## config.mk

```make
export PLATFORM = sky130hd
export DESIGN_NAME = harness_counter
export DESIGN_NICKNAME = d
export VERILOG_FILES = /design/src/rtl/test_harness_ctrl_counter.sv
export SDC_FILE = /design/constraint.sdc
export NUM_CORES = 1
export LEC_CHECK = 0
export CAP_MARGIN = 5
export CORE_AREA = 2 2 53 93
export DETAILED_ROUTE_END_ITERATION = 7
export DIE_AREA = 0 0 55 95
export PLACE_DENSITY = 0.7
export SYNTH_ARGS = -nofsm -noshare
export SYNTH_HDL_FRONTEND = slang
export SYNTH_SLANG_ARGS = --single-unit
```

## constraint.sdc

```tcl
create_clock -name clk_i -period 5.15 [get_ports clk_i]
set_clock_uncertainty 0.15 [all_clocks]
set_input_delay 0.515 -clock clk_i [delete_from_list [all_inputs] [get_ports clk_i]]
set_output_delay 0.515 -clock clk_i [all_outputs]
set_load 0.005 [all_outputs]
```

## src/rtl/test_harness_ctrl_counter.sv

```systemverilog
// Loadable down-counter with zero flag; stops at zero, load has priority over decrement.
module harness_counter #(
  parameter int W = 32
) (
  input  logic         clk_i,
  input  logic         rst_i,
  input  logic         load_i,
  input  logic [W-1:0] load_val_i,
  input  logic         dec_i,
  output logic         zero_o
);

  logic [W-1:0] cnt_q, cnt_d;

  always_comb begin
    cnt_d = cnt_q;
    if (load_i) begin
      cnt_d = load_val_i;
    end else if (dec_i && (cnt_q != '0)) begin
      cnt_d = cnt_q - 1'b1;
    end
  end

  always_ff @(posedge clk_i or posedge rst_i) begin
    if (rst_i) begin
      cnt_q <= '0;
    end else begin
      cnt_q <= cnt_d;
    end
  end

  assign zero_o = (cnt_q == '0);

endmodule

```

# == After elaboration in Yosys (flattened, before gate mapping) ==
# Cells that the tools add are included.
# op_classes
add_sub_neg,1
mul,0
n_div,0
n_lt_le_gt_ge,0
eq_ne,0
shift,0
n_mux,2
bitwise,0
reduce_logical,4
# ops
cell,count
32-bit 2-to-1 mux,2
32-bit zero test,1
32-bit nonzero test,1
32-bit by 1-bit subtractor with 32-bit output (second input constant),1
2-bit nonzero test,1
1-bit logical AND,1
# totals
ff_bits,32
latch_bits,0
ramBits,0
mem_bits_ro,0
in_bits,36
output_inout_bits,1
elab_cells,8
memories,0

# == Depth between registers and ports, before layout ==
# logic_depth
ltp_word,4
mapped_depth,8
mapped_depth_nobuf,7

# == Worst setup path before layout ==
# Ideal clock, no wire load.
# synth_path
path_type,input to register
from,input port dec_i
to,register cnt_q[17]
setup_time_ps,82
arrival_time_ps,2014
required_ps,4918
setup_slack_ps,2904
stages,6
n_path_buf,1
cell_sequence,buf_4 nor4b_2 nand4_1 or2_2 or4b_1 a31oi_1
# synth_between
elab_chain_len,2
# synth_rtl
item,line_no,text
"start, declared",9,"input logic dec_i,"
1-bit logical AND,19,end else if (dec_i && (cnt_q != '0)) begin
2-bit nonzero test (no line),n/a,
"end signal, assigned",28,cnt_q <= cnt_d;
"end, declared",13,"logic [W-1:0] cnt_q, cnt_d;"
# No other way between the ends.
# A chain may end at the register's enable or synchronous reset.

# == Worst setup path after layout ==
# layout_path
from,register cnt_q[22]
to,output port zero_o
# layout_between
elab_chain_len,1
# layout_rtl
item,line_no,text
32-bit zero test,32,assign zero_o = (cnt_q == '0);
"end, declared",10,output logic zero_o
# No other way between the ends.

==> impl_metrics.py <==
metrics = {
    "status": {
        "run_status": "complete, no violations",
    },
    "placement": {
        "portBuffers": 36,
        "place_congestion": 0.787,
        "dpl_cell_area_sq_mm": 0.00253,
        "dp_slack_ps": 1990,
        "dp_hpwl_mm": 3.51,
    },
    "sta": {
        "finalHoldWorstSlack_ps": 436,
        "setup_viol": 0,
        "min_period_over_period_pct": 65.4,
        "fin_ws_ps": 1780,
        "rsz0062_at_grt": "no",
        "fmax_mhz": 297,
        "slew-limit-headroom_pct": 49.4,
        "drv_slew": 0,
        "min_period_ps": 3370,
        "fin_setup_tns_ps": 0,
        "tightest_slew_ps": 753,
        "hold_viol_final": 0,
    },
    "final_layout": {
        "drive_above_1_share_pct": 13.6,
        "nets": 295,
        "top_regs": "cnt_q: 32 flops",
        "area_delta_synth_final_pct": 20.1,
        "largest-register": "cnt_q",
        "final_area_sq_mm": 0.00261,
        "n_antenna_cell": 0,
        "nFillCells": 427,
        "largest_reg_flops": 32,
    },
    "routing": {
        "ant_nets": 0,
        "wirelength_mm": 4.82,
        "drt_iter0_markers": 40,
        "drc": 0,
        "detail_route.wl_per_cell_um": 15.5,
        "vias": 1854,
        "vias_per_cell": 5.98,
        "firstDrtPassIters": 4,
    },
    "global_route": {
        "grt_max_degree": 36,
        "antenna_found_initial": 0,
        "grt_pass1_wl_mm": 7.87,
        "grt_pass1_vias": 1731,
        "grtUsageTotal_pct": 20.6,
        "grt_overflow": 0,
    },
    "clock_tree": {
        "post-cts-setup-buffers": 0,
        "cts_tree": "built",
        "clk_latency_ps": 290,
        "cts_buffers": 5,
        "cts_resized": 0,
        "ctsHoldBuffers": 0,
        "clock_sinks": 32,
        "clock_path_buffers": 2,
        "root_buffer": "clkbuf_8",
        "htree_levels": 2,
        "clk_pin_slew_ps": 70,
    },
    "floorplan": {
        "die-area_sq_mm": 0.00523,
        "initial_utilization_pct": 47.9,
        "ios": 37,
        "core.rowCount": 33,
        "die_h_um": 95,
        "core_region_area_sq_mm": 0.00454,
        "die_x_um": 55,
    },
    "run": {
        "drv_cap": 0,
    },
    "synth": {
        "syn_area_sq_mm": 0.00217,
        "synthTopCellsByArea": "dfrtp_1 (37%), xnor2_1 (5.6%), mux2_2 (4.1%)",
        "yosys.cell_types.count": 53,
        "syn_area_per_cell_sq_um": 9.62,
        "synth_flop_cell": "dfrtp_1",
        "synth.most_common_cell": "dfrtp_1",
        "ys_seq_elements": 32,
        "syn_inst": 226,
        "yosys_warnings": 0,
        "yosysTopAreaCell": "dfrtp_1",
        "synthesis.nets": 263,
        "synthTopCellsByCount": "dfrtp_1 (32), nand2_1 (20), nor2_1 (18)",
        "synth_top_area_share_pct": 36.8,
        "seq_area_frac_synth_pct": 36.8,
        "synth_edf_count": 0,
        "ys_async_sr_fraction_pct": 100,
    },
    "worst_setup_path": {
        "path_class": "reg -> out",
        "start_kind": "register",
        "required_ps": 4490,
        "cp.arrival_ps": 2700,
        "worstPathMaxFanout": 7,
        "cp-end-kind": "output pin",
    },
    "power": {
        "vdd_drop_max_mv": 0.157,
        "leakagePower_nw": 0.944,
        "p_per_area_mw_per_mm2": 234,
    },
    "min_path": {
        "hp-class": "reg -> reg",
    },
}
==> layout make-up <==
class                      instances  area (sq um)  area share (%)
clock inverter                     1          5.00           0.192
clock buffer                       6          72.6            2.78
sequential                        32           801            30.7
multi-input combinational        176          1270            48.8
inverter                           5          18.8           0.719
timing repair buffer              38           375            14.4
tap                               52          65.1            2.49
==> cells by family after synthesis <==
family,share of synthesized area (%)
AO/OA/AOI/OAI,17.8
XOR/XNOR,7.66
adder cells (fa/ha/maj),0.576
buffers and inverters,4.55
flip-flops,36.8
multiplexers,4.61
AND/OR/NAND/NOR,27.9
==> metrics by stage <==
step | cells | total power [mW] | util (%)
after floorplan | 226 | 0.388 | -
after global placement | 303 | 0.431 | 55.8
after detailed placement | 303 | 0.433 | 55.8
after CTS | 310 | 0.618 | 57.5
after global routing | 310 | 0.643 | 57.5
final | 310 | 0.611 | 57.5
==> critical path: stages, from the launching register on <==
cell	delay [ps]
dfrtp_1	410
nor4_2	600
nand4b_1	360
nor3_1	460
clkdlybuf4s50_1	590
==> worst paths after layout <==
| path | depth (start not counted) | to | slack (ps) | from |
|---|---|---|---|---|
| setup / recovery | 4 | zero_o | 1780 | cnt_q[22] |
| hold / removal | 2 | cnt_q[30] | 440 | cnt_q[30] |
| setup reg to reg | 5 | cnt_q[25] | 2470 | cnt_q[22] |
| hold reg to reg | 2 | cnt_q[30] | 440 | cnt_q[30] |
| max in group asynchronous | 3 | cnt_q[29] | 4060 | rst_i |
| min in group asynchronous | 3 | cnt_q[1] | 470 | rst_i |
==> placed cells by master, fill, tap and decap left out, drive strengths merged, types with 2 or more instances in the layout <==
master         count
or4b               2
a311oi             2
or3                6
nand2             20
buf                2
clkdlybuf4s50     36
nor3b              2
a2111oi            5
nand3b             2
nand3              5
dfrtp             32
nand4              5
nor3               6
o311ai             2
nor2              18
a221o              2
o2111ai            2
xor2               5
nor4              11
clkinv             2
a211oi             3
mux2               8
a31oi             11
or4                3
a21o               2
o31ai              2
o21ai             18
and3               2
and4b              2
xnor2             14
inv                4
nor4b              2
or2                5
nand4b             2
clkbuf             6
==> where the power goes <==
| group | total (mW) | internal, mW | switching, mW | leakage [nW] |
|---|---|---|---|---|
| registers | 0.312 | 0.277 | 0.0350 | 0.377 |
| logic | 0.117 | 0.0661 | 0.0511 | 0.526 |
| clock network | 0.182 | 0.0918 | 0.0907 | 0.0410 |
| total | 0.611 | 0.435 | 0.177 | 0.944 |
==> routing by layer <==
layer | global-route usage, % | vias up | part of all wire [%]
li1 | - | 923 | -
met1 | 23.9 | 879 | 41
met2 | 35.3 | 44 | 54
met3 | 3.80 | 8 | 3.3
met4 | 8.54 | 0 | 1.6
met5 | 0 | - | 0
Power figures use the tool's default switching activity.
